$ cat src/rtl/rv16_pkg.sv
// Shared definitions for the rv16 register file and its issue scoreboard.
// Module-level parameters default to these values and may override them.
package rv16_pkg;

  localparam int DATA_W      = 16;
  localparam int REG_DEPTH   = 16;
  localparam int REG_AW      = $clog2(REG_DEPTH);
  localparam int STALL_CNT_W = 16;

  typedef logic [REG_AW-1:0] reg_addr_t;

  localparam reg_addr_t ZERO_REG_ADDR = '0;

endpackage

$ cat src/rtl/rv16_scoreboard.sv
// Per-register pending tracking for the rv16 issue stage.
// Produces issue-ready from RAW/WAW hazards and counts stalled issue cycles.
module rv16_scoreboard
  import rv16_pkg::*;
#(
  parameter int DEPTH    = REG_DEPTH,
  parameter int AW       = $clog2(DEPTH),
  parameter bit BYPASS   = 1'b1,
  parameter bit ZERO_REG = 1'b1
) (
  input  logic                   i_clk,
  input  logic                   i_reset,
  input  logic [AW-1:0]          i_rs1_addr,
  input  logic [AW-1:0]          i_rs2_addr,
  input  logic                   i_issue_valid,
  input  logic                   i_issue_rd_en,
  input  logic [AW-1:0]          i_issue_rd_addr,
  input  logic                   i_wb_valid,
  input  logic [AW-1:0]          i_wb_addr,
  output logic                   o_issue_ready,
  output logic [DEPTH-1:0]       o_pending,
  output logic [STALL_CNT_W-1:0] o_stall_count
);

  logic [DEPTH-1:0]       r_pending;
  logic [DEPTH-1:0]       w_pending_next;
  logic [STALL_CNT_W-1:0] r_stall_count;
  logic                   w_rs1_blocked;
  logic                   w_rs2_blocked;
  logic                   w_rd_blocked;
  logic                   w_accept;

  // A same-cycle writeback releases a pending register; reads only benefit when data is forwarded.
  function automatic logic addrBlocked(input logic [DEPTH-1:0] pend,
                                       input logic [AW-1:0]    addr,
                                       input logic             wbHit);
    if (ZERO_REG && (addr == AW'(ZERO_REG_ADDR))) return 1'b0;
    return pend[addr] && !wbHit;
  endfunction

  assign w_rs1_blocked = addrBlocked(r_pending, i_rs1_addr,
                                     BYPASS && i_wb_valid && (i_wb_addr == i_rs1_addr));
  assign w_rs2_blocked = addrBlocked(r_pending, i_rs2_addr,
                                     BYPASS && i_wb_valid && (i_wb_addr == i_rs2_addr));
  assign w_rd_blocked  = addrBlocked(r_pending, i_issue_rd_addr,
                                     i_wb_valid && (i_wb_addr == i_issue_rd_addr));

  assign o_issue_ready = !(w_rs1_blocked || w_rs2_blocked || (i_issue_rd_en && w_rd_blocked));
  assign w_accept      = i_issue_valid && o_issue_ready && i_issue_rd_en;

  // Set is applied after clear so a newly issued writer keeps ownership of the register.
  always_comb begin
    w_pending_next = r_pending;
    if (i_wb_valid) w_pending_next[i_wb_addr] = 1'b0;
    if (w_accept)   w_pending_next[i_issue_rd_addr] = 1'b1;
    if (ZERO_REG)   w_pending_next[0] = 1'b0;
  end

  always_ff @(posedge i_clk) begin
    if (i_reset) begin
      r_pending     <= '0;
      r_stall_count <= '0;
    end else begin
      r_pending <= w_pending_next;
      if (i_issue_valid && !o_issue_ready && (r_stall_count != '1))
        r_stall_count <= r_stall_count + STALL_CNT_W'(1);
    end
  end

  assign o_pending     = r_pending;
  assign o_stall_count = r_stall_count;

endmodule

$ cat src/rtl/rv16_regfile_sb.sv
// rv16 register file: storage array, read ports with writeback forwarding,
// and the issue scoreboard that stalls decode on register hazards.
module rv16_regfile_sb
  import rv16_pkg::*;
#(
  parameter int DATA     = DATA_W,
  parameter int DEPTH    = REG_DEPTH,
  parameter int AW       = $clog2(DEPTH),
  parameter bit BYPASS   = 1'b1,
  parameter bit ZERO_REG = 1'b1
) (
  input  logic                   rv16_reg_clock,
  input  logic                   rv16_reg_reset,
  input  logic [AW-1:0]          rs1_addr_in,
  input  logic [AW-1:0]          rs2_addr_in,
  output logic [DATA-1:0]        rs1_reg_out,
  output logic [DATA-1:0]        rs2_reg_out,
  input  logic                   issue_valid_in,
  input  logic                   issue_rd_en_in,
  input  logic [AW-1:0]          issue_rd_addr_in,
  output logic                   issue_ready_out,
  input  logic                   wb_valid_in,
  input  logic [AW-1:0]          wb_addr_in,
  input  logic [DATA-1:0]        wb_data_in,
  output logic [DEPTH-1:0]       pending_out,
  output logic [STALL_CNT_W-1:0] stall_count_out
);

  logic [DATA-1:0] r_mem [DEPTH];
  logic            w_wb_write;
  logic            w_rs1_zero;
  logic            w_rs2_zero;

  assign w_wb_write = wb_valid_in && !(ZERO_REG && (wb_addr_in == AW'(ZERO_REG_ADDR)));
  assign w_rs1_zero = ZERO_REG && (rs1_addr_in == AW'(ZERO_REG_ADDR));
  assign w_rs2_zero = ZERO_REG && (rs2_addr_in == AW'(ZERO_REG_ADDR));

  always_ff @(posedge rv16_reg_clock) begin
    if (rv16_reg_reset) begin
      for (int i = 0; i < DEPTH; i++) r_mem[i] <= '0;
    end else if (w_wb_write) begin
      r_mem[wb_addr_in] <= wb_data_in;
    end
  end

  // Forwarding only applies to a write that will actually land in the array.
  assign rs1_reg_out = (BYPASS && w_wb_write && (wb_addr_in == rs1_addr_in)) ? wb_data_in :
                       w_rs1_zero ? '0 : r_mem[rs1_addr_in];
  assign rs2_reg_out = (BYPASS && w_wb_write && (wb_addr_in == rs2_addr_in)) ? wb_data_in :
                       w_rs2_zero ? '0 : r_mem[rs2_addr_in];

  rv16_scoreboard #(
    .DEPTH    (DEPTH),
    .AW       (AW),
    .BYPASS   (BYPASS),
    .ZERO_REG (ZERO_REG)
  ) u_scoreboard (
    .i_clk           (rv16_reg_clock),
    .i_reset         (rv16_reg_reset),
    .i_rs1_addr      (rs1_addr_in),
    .i_rs2_addr      (rs2_addr_in),
    .i_issue_valid   (issue_valid_in),
    .i_issue_rd_en   (issue_rd_en_in),
    .i_issue_rd_addr (issue_rd_addr_in),
    .i_wb_valid      (wb_valid_in),
    .i_wb_addr       (wb_addr_in),
    .o_issue_ready   (issue_ready_out),
    .o_pending       (pending_out),
    .o_stall_count   (stall_count_out)
  );

endmodule

$ cat config.mk
export PLATFORM = sky130hd
export DESIGN_NAME = rv16_regfile_sb
export DESIGN_NICKNAME = d
export VERILOG_FILES = /design/src/rtl/rv16_pkg.sv /design/src/rtl/rv16_scoreboard.sv /design/src/rtl/rv16_regfile_sb.sv
export SDC_FILE = /design/constraint.sdc
export NUM_CORES = 1
export LEC_CHECK = 0
export BUFFER_PORTS_ARGS = -buffer_cell sky130_fd_sc_hd__buf_2
export CAP_MARGIN = 10
export CORE_AREA = 2 2 171 173
export CTS_CLUSTER_DIAMETER = 150
export DETAILED_ROUTE_END_ITERATION = 6
export DIE_AREA = 0 0 173 175
export HOLD_SLACK_MARGIN = 0.1
export PLACE_DENSITY = 0.84
export REMOVE_ABC_BUFFERS = 1
export SLEW_MARGIN = 25
export SYNTH_ARGS = -nofsm -noshare
export SYNTH_HDL_FRONTEND = slang
export SYNTH_SLANG_ARGS = --single-unit
$ cat constraint.sdc
create_clock -name rv16_reg_clock -period 2.6 [get_ports rv16_reg_clock]
set_clock_uncertainty 0.2 [all_clocks]
set_input_delay 0 -clock rv16_reg_clock [delete_from_list [all_inputs] [get_ports rv16_reg_clock]]
set_output_delay 0 -clock rv16_reg_clock [all_outputs]
set_load 0.01 [all_outputs]
After elaboration in Yosys (flattened, before gate mapping)
Memory sizes are Yosys's and may differ from the RTL's. Index checks and enable logic that the tools add are counted.

Latch bits: 0. Memories kept: 1. Register bits after elaboration: 32. Logic and storage cells: 79. Memory bits (read-only): 0. Output and inout port bits: 65. Bits of input ports: 37. Memory bits (writable): 256.

Bitwise operators: 3. Multipliers: 0. Shift operators: 0. Multiplexer cells: 33. Equality and inequality tests: 4. Div/mod/pow operators: 0. Magnitude comparators: 6. $add $sub $neg: 1. Reduce and logical (&&, ||, !) cells: 28.

Memories: r_mem (depth 16, bits a word 16, read ports 2, clocked after memory_dff 0, wr ports 16, line rv16_regfile_sb.sv:29) `logic [DATA-1:0] r_mem [DEPTH];`.

Operators with widths (count): $mux 16 (7); $lt 4x5->1 const B (4); $mux 1 (20); $add 16x1->16 const B (1); $and 16x16->16 (1); $logic_and 1x1->1 (16); $logic_not 4->1 (4); $ne 16x16->1 const B (1); $not 16->16 (1); $or 16x16->16 (1); $reduce_or 16->1 (1); $bmux 1 s4 (3); $eq 4x4->1 (3); $demux 1 s4 (2); $ge 4x1->1 const B (2); $logic_not 1->1 (5); $mux 4 (1); $logic_or 1x1->1 (2).

Longest topological paths before layout
Gate-level depths: netlist of run 1.

Word-level depth: 11. Mapped depth: 9. Depth with buffers taken out: 7.

Hierarchy
From an unflattened synthesis of run 1, not the netlist that was laid out.

Cell total of the unflattened synthesis: 1142. Area, all modules: 16064.2 µm².

By module, submodules not included: rv16_regfile_sb (instances 1, cells an instance 902, area each 13852.0 µm²); rv16_scoreboard (instances 1, cells an instance 240, area each 2212.1 µm²).

Worst setup path after synthesis of run 1
Ideal clock, no wire load.

Path type: input to register. Start: input wb_addr_in[1]. End: memory r_mem[8][0] (netlist name) (enable). Buffers on the path: 2. Slack: 0.014 ns. Library setup time: 0.417 ns. Required time: 1.983 ns. Data arrival time: 1.969 ns. Stages on the path: 4. Cell sequence: buf_2 -> or2_2 -> clkbuf_1 -> o31ai_1.

RTL lines: start, declared (line rv16_regfile_sb.sv:23) `input logic [AW-1:0] wb_addr_in,`; end, declared (line rv16_regfile_sb.sv:29).

==> results.md, run 1 <==
* CTS buffer count at 29
* Initial antenna violation count at 0
* Lkg Pwr at 6.682 nW
* Fin util at 65.21%
* WS Path Type: reg2out
* Worst VDD drop at 0.5333 mV
* Total Routed Length at 45950 um
* Min Tclk post-route at 2.579 ns
* Fillers at 1993
* Critical path launch point type: flop
* Hold/Removal Path Class: in2reg
* Status: complete, no violations
* Placer congestion estimate at 0.8771
* Via count of the first global-routing pass at between 10000 and 15000
* Drt wl/cell at 27.37 um
* CP cell instances: mux4_2, mux4_2, inv_1, o21ai_0, buf_2
* Post-DP HPWL at 29730 um
* Critical-path top delay cell: mux4_2
* Total die area at just over 30000 um2
* Leading cell type in the layout, fill and taps excluded: edfxtp_1
* GR Overflow Total at 0
* Finish-stage setup viols at 0
* Worst Tran Pin Value at slightly above 1 ns
* Rows at 62
* Most frequent CP cell: mux4_2
* Finished Layout Cells at approximately 1700
* Initial core utilization at a little under three fifths
* Slew headroom at 31.50%
* Pwr per Cell Area at 607.8 nW/um2
* Max-Cap Viols at 0
* CP bufs+invs at 2
* Synth warnings at 0
* FMAX at 0.3878 GHz
* Final #Nets at 1310
* CTS tree: yes
* Seq/Total Area, Yosys at 52.73%
* Worst skew pair latency at 0.56 ns
* Die span in y at 175 um
* Gr usage total at 30.53%
* Core footprint at 28390 um2
* Layout area overhead at 17.51%
* Max Slew Vio Count at 0
* Crit-path max FO at 2
* Worst Setup End Kind: output pin
* First-pass DRT Iterations at 6
* IO Port Bufs at 100
* CP max stage delay at ~0.52 ns
* Async SR Flop Fraction at 0%
* Die width at 173 um
* RSZ-0062 raised after global routing: yes
* Most common flop cell mapped by yosys: edfxtp_1
* Residual DRC count at 0
* Worst Path Required at 2.40 ns
* H-tree lvl count at 1
* Cells after DPL at 1586
* Final hold slack at 0.1412 ns
* Final hold vios at 0
* Tcrit/Tclk final at 99.17%
* Vias at approximately 11000
* IO Count at 102
* Post-synth EDFFs at 256
* DRT iter0 DRCs at 1418
* CTS Root Cell: clkbuf_16
* Critical path's top delay family: multiplexers
* First-pass GRT wire length at 68350 um
* Layout cells sized above 1 at 32.69%
* #FFs+latches synth at 287
* Max clock buf depth at 3
* Critical Path AT at roughly 2.4 ns
* Detail Route Antenna Nets at 0
* Worst-path clk slew at 0.06 ns
* Num Clock Sinks at 287
* Post-Synthesis Cell Area at 15760 um2
* Most frequent cells in the layout: 256 x edfxtp_1, 240 x and2_1, 168 x mux4_2
* Total Power at 11.25 mW
* Mean Syn Cell Area at 14.25 um2
* Vias per cell at 6.557
* Synth cell types at 49
* Largest net degree at the start of global routing at 43
* Synthesized instance count at 1106
==> worst paths after layout <==
check                            startpoint                              to  depth (start not counted)  slack [ns]
max                            r_mem[15][1]                  rs1_reg_out[1]                          5        0.02
min                           wb_addr_in[0]      u_scoreboard.o_pending[13]                          5        0.14
max reg2reg       u_scoreboard.o_pending[4]   u_scoreboard.o_stall_count[6]                          8        0.03
min reg2reg  u_scoreboard.o_stall_count[15]  u_scoreboard.o_stall_count[15]                          2        0.32
==> per-layer routing <==
layer / share of wire, % / wire [um] / vias up / GRT usage [%]
met4: 4.7 / 2167 / 0 / 15.11
met3: 11 / 5224 / 136 / 6.375
li1: - / - / 4541 / -
met5: 0 / 0 / - / 0
met1: 33 / 15270 / 5490 / 37.74
met2: 51 / 23290 / 843 / 51.57
==> cell usage after synthesis, types with 3 or more instances <==
master | number | share of area [%]
dfxtp_1 | 31 | 3.9
nor2b_1 | 7 | 0.28
o211ai_1 | 8 | 0.38
nor4_1 | 4 | 0.16
nand3_1 | 16 | 0.51
or3_1 | 7 | 0.28
nand4b_1 | 3 | 0.17
inv_1 | 41 | 0.98
mux4_2 | 168 | 24
a21oi_1 | 8 | 0.25
nand2_1 | 53 | 1.3
o31a_1 | 3 | 0.17
buf_2 | 19 | 0.60
nand2b_1 | 4 | 0.16
and2_1 | 240 | 9.5
nor2_1 | 31 | 0.74
clkbuf_1 | 57 | 1.4
nand4_1 | 6 | 0.24
o31ai_1 | 3 | 0.14
o21ai_1 | 3 | 0.095
buf_1 | 13 | 0.31
and3_1 | 5 | 0.20
mux2_2 | 5 | 0.36
xor2_1 | 4 | 0.22
xnor2_1 | 11 | 0.61
o21ai_0 | 58 | 1.8
mux2i_1 | 7 | 0.44
o22ai_1 | 6 | 0.24
edfxtp_1 | 256 | 49
==> state kept, by name (all words and copies together), names as in the netlist <==
register / flops
r_mem: 256
u_scoreboard.o_pending: 15
u_scoreboard.o_stall_count: 16
==> layout make-up <==
| class | count | area (um2) | share of cell area, % |
|---|---|---|---|
| diodes | 1 | 2.502 | 0.01352 |
| repair buffers | 212 | 1531 | 8.271 |
| well taps | 384 | 480.5 | 2.595 |
| clock buffers | 34 | 744.5 | 4.021 |
| flip-flops and latches | 287 | 8315 | 44.91 |
| multi-input cells | 700 | 7083 | 38.26 |
| clock inverters | 19 | 200.2 | 1.081 |
| inverters | 42 | 157.7 | 0.8515 |
==> metrics by stage <==
step	worst slack [ns]	area, um2	TNS, ns
2_1_floorplan	0.09412	15420	0
3_3_place_gp	0.07284	17110	0
3_5_place_dp	0.04409	17140	0
4_1_cts	0.01302	18460	0
5_1_grt	-0.03741	18510	-0.07555
6_report	0.02146	18520	0
==> timing repair <==
item / in CTS / in global routing
pin swaps: 1 / 2
hold buffers: 35 / 0
setup buffers: 1 / 4
hold endpoints to repair: 343 / 0
endpoints found under the setup margin: 1 / 20
gates resized for setup: 6 / 7
==> logic make-up after synthesis <==
group	count (synthesis)	share of synthesized area, %
simple gates	389	14.17
flops	287	52.73
mux	181	24.98
buf+inv	135	3.510
compound gates	97	3.669
xor+xnor	15	0.8338
fa+ha+maj	1	0.07940
other cells	1	0.02380
==> where the power goes <==
part	internal, mW	total [mW]	switching (mW)
combinational	0.755	1.59	0.838
clock	2.44	4.25	1.81
sequential	5.27	5.41	0.136
total	8.47	11.3	2.78
==> worst min-delay path: cells and delay by family <==
family | cells | cell delay, ns
AO/OA/AOI/OAI | 2 | 0.16
buffers and inverters | 2 | 0.38
AND/OR/NAND/NOR | 1 | 0.32
No activity file was read; power rests on OpenSTA's default activity.
==> inputs of run 2 (changes only) <==
CORE_AREA = 2 2 202 204   (was 2 2 171 173)
DIE_AREA = 0 0 204 206   (was 0 0 173 175)
PLACE_DENSITY = 0.65   (was 0.84)
==> run 2 against run 1 <==
Against the previous run: hold slack improved by 0.073 ns; clock-buffer cell count is 9 higher; sequential power barely moved; global-route usage shrank 7.9 points; total power increased by 6.6%; register-to-register slack improved by 0.05 ns; largest power group unchanged; critical endpoint is now issue_ready_out; die area increased by 39%; critical path depth is 3 higher; clock power increased by 17%; via count down 5.1%; core utilization decreased by 18 points; final area rose by 2.8%.
==> results.md, run 2 (same netlist as run 1, synthesis figures left out) <==
* Status: complete, no violations (unchanged)
* WS Path Type: reg2out (unchanged)
* H-tree lvl count at 1 (unchanged)
* Fillers at 3463 (was 1993)
* Critical path origin: u_scoreboard.o_pending[7] (was r_mem[15][1])
* Largest register FFs at 256 (unchanged)
* Finished Layout Cells at 1840 (was 1679)
* CTS tree: yes (unchanged)
* Crit-path max FO at 11 (was 2)
* Worst-path clk slew at 0.06 ns (about the same)
* Drt wl/cell at 25.59 um (was 27.37 um)
* Min Tclk post-route at 2.578 ns (was 2.579 ns)
* Setup TNS at 0 ns (unchanged)
* Max clock buf depth at 3 (unchanged)
* Lkg Pwr at 6.825 nW (was 6.682 nW)
* Layout area overhead at 20.81% (was 17.51%)
* Gr usage total at 22.67% (was 30.53%)
* Total die area at 42020 um2 (was 30280 um2)
* Area occupied by multi-input gates at 7079 um2 (was 7083 um2)
* Final hold vios at 0 (unchanged)
* Initial antenna violation count at 1 (was 0)
* Largest net degree at the start of global routing at 56 (was 43)
* Tcrit/Tclk final at 99.14% (was 99.17%)
* Max-Cap Viols at 0 (unchanged)
* Final worst setup slack at 0.02228 ns (was 0.02146 ns)
* Vias per cell at 5.679 (was 6.557)
* Post-DP HPWL at 31230 um (was 29730 um)
* Register area at 8310 um2 (was 8315 um2)
* Via count of the first global-routing pass at 10580 (was 11319)
* Rows at 74 (was 62)
* CP bufs+invs at 3 (was 2)
* Worst Tran Pin Value at 0.9374 ns (was 1.024 ns)
* Worst Setup End Kind: output pin (unchanged)
* First-pass GRT wire length at 68990 um (was 68350 um)
* Initial core utilization at 39.21% (was 55.50%)
* Die span in y at 206 um (was 175 um)
* Slew headroom at 37.28% (was 31.50%)
* Total Power at 12.00 mW (was 11.25 mW)
* Final #Nets at 1321 (was 1310)
* Hold/Removal Path Class: in2reg (unchanged)
* First-pass DRT Iterations at 5 (was 6)
* IO Port Bufs at 100 (unchanged)
* Leading cell type in the layout, fill and taps excluded: edfxtp_1 (unchanged)
* Cells after DPL at 1744 (was 1586)
* Final instance area at 19040 um2 (was 18520 um2)
* Final hold slack at 0.2141 ns (was 0.1412 ns)
* Worst VDD drop at 0.4880 mV (was 0.5333 mV)
* GR Overflow Total at 0 (unchanged)
* Pwr per Cell Area at 630.3 nW/um2 (was 607.8 nW/um2)
* Critical Path AT at 2.38 ns (about the same)
* Placer congestion estimate at 0.8315 (was 0.8771)
* FMAX at 0.3879 GHz (was 0.3878 GHz)
* Critical path launch point type: flop (unchanged)
* Fin util at 47.37% (was 65.21%)
* IO Count at 102 (unchanged)
* CP cell instances: buf_4, mux4_2, nand3b_1, o311ai_2, o22ai_4, nor2_4, buf_4, buf_2 (was mux4_2, mux4_2, inv_1, o21ai_0, buf_2)
* DRT iter0 DRCs at 1112 (was 1418)
* RSZ-0062 raised after global routing: yes (unchanged)
* Most frequent CP cell: buf_4 (was mux4_2)
* Post-place instance area at 17440 um2 (was 17140 um2)
* Layout cells sized above 1 at 33.94% (was 32.69%)
* Total Routed Length at 47080 um (was 45950 um)
* Most frequent cells in the layout: 256 x edfxtp_1, 240 x and2_1, 168 x mux4_2 (unchanged)
* Hold_sp: issue_rd_addr_in[2] (was wb_addr_in[0])
* CP max stage delay at 0.43 ns (was 0.52 ns)
* CTS Root Cell: clkbuf_16 (unchanged)
* Vias at 10450 (was 11010)
* Reg with most FFs: r_mem (unchanged)
* Worst Path Required at 2.40 ns (about the same)
* R2r startpoint: u_scoreboard.o_pending[5] (was u_scoreboard.o_pending[4])
* Critical-path top delay cell: mux4_2 (unchanged)
* Pre-CTS worst setup slack at 0.09254 ns (was 0.04409 ns)
* ANT cells at 0 (was 1)
* Worst skew pair latency at 0.59 ns (was 0.56 ns)
* Num Clock Sinks at 287 (unchanged)
* Core footprint at 40180 um2 (was 28390 um2)
* Finish-stage setup viols at 0 (unchanged)
* Detail Route Antenna Nets at 0 (unchanged)
* CTS buffer count at 31 (was 29)
* Residual DRC count at 0 (unchanged)
* Max Slew Vio Count at 0 (unchanged)
* Critical path's top delay family: buffers and inverters (was multiplexers)
* Die width at 204 um (was 173 um)
run 2: cell count changes in the layout (fill, tap and decap cells not counted), moves of 6 or more:
cell / delta
o21ai_0: -11
clkbuf_8: +6
clkinv_2: -6
o21ai_2: +6
o21ai_1: +10
run 2: tightest hold or removal path: cells and delay by family:
kind                   cells  cell delay (ns)
AO/OA/AOI/OAI              1             0.09
buffers and inverters      2             0.72
AND/OR/NAND/NOR            1             0.13
run 2: repair_timing:
action / 4_1_cts / 5_1_grt
hold endpoints to repair: 415 / 0
setup buffers: 2 / 0
pin swaps: 2 / 1
setup endpoints to repair: 2 / 19
gates resized for setup: 7 / 19
hold buffers: 36 / 0
run 2: worst paths after layout:
path | endpoint | slack [ns] | cells after the start
max | issue_ready_out | 0.02 | 8
max reg2reg | u_scoreboard.o_stall_count[5] | 0.08 | 9
min | u_scoreboard.o_pending[12] | 0.21 | 4
min reg2reg | u_scoreboard.o_stall_count[15] | 0.31 | 2
run 2: power breakdown:
part,internal (mW),switching (mW),leakage [nW],total (mW)
registers,5.27,0.122,2.70,5.39
logic,0.773,0.845,3.56,1.62
clock network,3.08,1.90,0.563,4.99
total,9.13,2.87,6.83,12.0
run 2: layout make-up:
type,instances,share of cell area [%]
Tap cell,532,3.497
Multi-Input combinational cell,700,37.19
Timing Repair Buffer,221,8.735
Inverter,42,0.8282
Clock buffer,43,4.667
Sequential cell,287,43.66
Clock inverter,15,1.426
run 2: routing by layer:
layer  vias to the layer above  global-route usage, %  routed length [um]
met3                       120                  4.068                3303
met5                         -                      0                   0
met1                      5349                  28.20               18040
li1                       4547                      -                   -
met2                       434                  38.86               23670
met4                         0                  10.02                2064
==> inputs of run 3 (changes only) <==
PLACE_DENSITY = 0.59   (was 0.65)
==> run 3 against run 2 <==
Against the previous run: clock-buffer cell count grew 1; cell count is the same; die area unchanged; core utilization fell by 0.43 points; hold slack worse by 0.070 ns; first-iteration DRC count decreased by 4.7%; worst setup slack better by 0.028 ns; non-clock buffer count down 1; highest routed layer unchanged.
==> results.md, run 3 (same netlist as run 1, synthesis figures left out) <==
* Slew headroom at 30.23% (was 37.28%)
* CP cell instances: mux2i_1, mux4_2, mux2_4, o22ai_4, nor2_4, buf_6, buf_2 (was buf_4, mux4_2, nand3b_1, o311ai_2, o22ai_4, nor2_4, buf_4, buf_2)
* Num Clock Sinks at 287 (unchanged)
* Leading cell type in the layout, fill and taps excluded: edfxtp_1 (unchanged)
* Pwr per Cell Area at 622.2 nW/um2 (was 630.3 nW/um2)
* Worst VDD drop at 0.4697 mV (was 0.4880 mV)
* WL met3 at 2479 um (was 3303 um)
* CTS tree: yes (unchanged)
* Total die area at 42020 um2 (unchanged)
* WHS Path Cells at 7 (was 4)
* First-pass DRT Iterations at 5 (unchanged)
* Critical path's top delay family: multiplexers (was buffers and inverters)
* Vias per cell at 5.664 (was 5.679)
* Gr usage total at 23.39% (was 22.67%)
* M1 WL at 19510 um (was 18040 um)
* Max-Cap Viols at 0 (unchanged)
* WS Path Type: reg2out (unchanged)
* Worst Path Required at 2.40 ns (about the same)
* Post-DP HPWL at 31520 um (was 31230 um)
* Min Tclk post-route at 2.549 ns (was 2.578 ns)
* Die span in y at 206 um (unchanged)
* WP depth at 7 (was 8)
* DRT iter0 DRCs at 1060 (was 1112)
* Largest net degree at the start of global routing at 65 (was 56)
* FMAX at 0.3923 GHz (was 0.3879 GHz)
* Crit-path max FO at 11 (unchanged)
* Critical path launch point type: flop (unchanged)
* Final hold vios at 0 (unchanged)
* Top Metal Used: met4 (unchanged)
* R2R depth at 7 (was 9)
* Critical Path AT at 2.35 ns (was 2.38 ns)
* Layout cells sized above 1 at 33.36% (was 33.94%)
* Vias at 10421 (was 10450)
* Largest register FFs at 256 (unchanged)
* Worst skew pair latency at 0.52 ns (was 0.59 ns)
* Max clock buf depth at 3 (unchanged)
* Finish-stage setup viols at 0 (unchanged)
* Met2 routed WL at 23980 um (was 23670 um)
* Residual DRC count at 0 (unchanged)
* IO Count at 102 (unchanged)
* CP max stage delay at 0.48 ns (was 0.43 ns)
* Status: complete, no violations (unchanged)
* Core footprint at 40180 um2 (unchanged)
* H-tree lvl count at 2 (was 1)
* Fin util at 46.95% (was 47.37%)
* GR Overflow Total at 0 (unchanged)
* Total Routed Length at 48040 um (was 47080 um)
* Most frequent cells in the layout: 256 x edfxtp_1, 240 x and2_1, 168 x mux4_2 (unchanged)
* Via count of the first global-routing pass at 10665 (was 10580)
* Final hold slack at 0.1444 ns (was 0.2141 ns)
* Detail Route Antenna Nets at 0 (unchanged)
* RSZ-0062 raised after global routing: yes (unchanged)
* First-pass GRT wire length at 71100 um (was 68990 um)
* Lkg Pwr at 6.777 nW (was 6.825 nW)
* Tcrit/Tclk final at 98.05% (was 99.14%)
* Layout area overhead at 19.72% (was 20.81%)
* Hold/Removal Path Class: in2reg (unchanged)
* Die width at 204 um (unchanged)
* CTS buffer count at 35 (was 31)
* Initial antenna violation count at 1 (unchanged)
* Rows at 74 (unchanged)
* Reg with most FFs: r_mem (unchanged)
* Worst-path clk slew at 0.06 ns (about the same)
* Initial core utilization at 39.21% (unchanged)
* CP bufs+invs at 2 (was 3)
* Fillers at 3582 (was 3463)
* IO Port Bufs at 100 (unchanged)
* Drt wl/cell at 26.11 um (was 25.59 um)
* Critical-path top delay cell: mux4_2 (unchanged)
* Worst Tran Pin Value at 1.043 ns (was 0.9374 ns)
* Placer congestion estimate at 0.8195 (was 0.8315)
* CTS Root Cell: clkbuf_16 (unchanged)
* Worst Setup End Kind: output pin (unchanged)
* Final #Nets at 1324 (was 1321)
* Max Slew Vio Count at 0 (unchanged)
[run 3: final timing paths]
check                                  from                        endpoint  slack (ns)
hold / removal               rs2_addr_in[1]   u_scoreboard.o_stall_count[4]        0.14
hold reg to reg   u_scoreboard.o_pending[4]       u_scoreboard.o_pending[4]        0.30
setup reg to reg  u_scoreboard.o_pending[7]  u_scoreboard.o_stall_count[13]        0.08
setup / recovery  u_scoreboard.o_pending[7]                 issue_ready_out        0.05
[run 3: report_power, final]
part	internal, mW	total, mW	switching (mW)
clock network	2.83	4.75	1.92
registers	5.27	5.39	0.120
logic	0.753	1.59	0.839
total	8.86	11.7	2.88
[run 3: cell type report]
cell class	count	area (um2)	share of cell area, %
well taps	532	665.6	3.529
clock buffers	44	930.9	4.935
inverters	42	157.7	0.8357
repair buffers	220	1573	8.337
diodes	1	2.502	0.01327
clock inverters	14	158.9	0.8423
flip-flops and latches	287	8315	44.08
multi-input cells	700	7061	37.43
[run 3: repair_timing]
| item | in CTS | in global routing |
|---|---|---|
| buffers inserted | 0 | 0 |
| setup endpoints to repair | 1 | 16 |
| gates resized for setup | 4 | 12 |
| hold endpoints to repair | 309 | 0 |
| hold buffers | 35 | 0 |
| pin swaps | 0 | 0 |
[run 3: per-stage QoR]
stage | setup TNS [ns] | setup slack [ns] | std cells | power (mW) | instance area [um2]
final | 0 | 0.05064 | 1840 | 11.74 | 18860
after global placement | 0 | 0.1073 | 1746 | 7.009 | 17370
after CTS | 0 | 0.01179 | 1839 | 11.82 | 18820
after floorplan | 0 | 0.09412 | 1029 | 6.257 | 15420
after detailed placement | 0 | 0.06179 | 1746 | 7.038 | 17370
after global routing | -0.02992 | -0.02500 | 1840 | 12.14 | 18860
[run 3: per-layer routing]
metal | vias to the layer above | track usage [%]
met5 | - | 0
met4 | 0 | 10.66
met3 | 97 | 3.453
met2 | 362 | 39.01
met1 | 5407 | 30.42
li1 | 4555 | -
[run 3: worst min-delay path: cells and delay by family]
| family | cells | cell delay [ns] |
|---|---|---|
| compound gates | 2 | 0.35 |
| simple gates | 3 | 0.25 |
| xor+xnor | 1 | 0.08 |
| buf+inv | 1 | 0.15 |
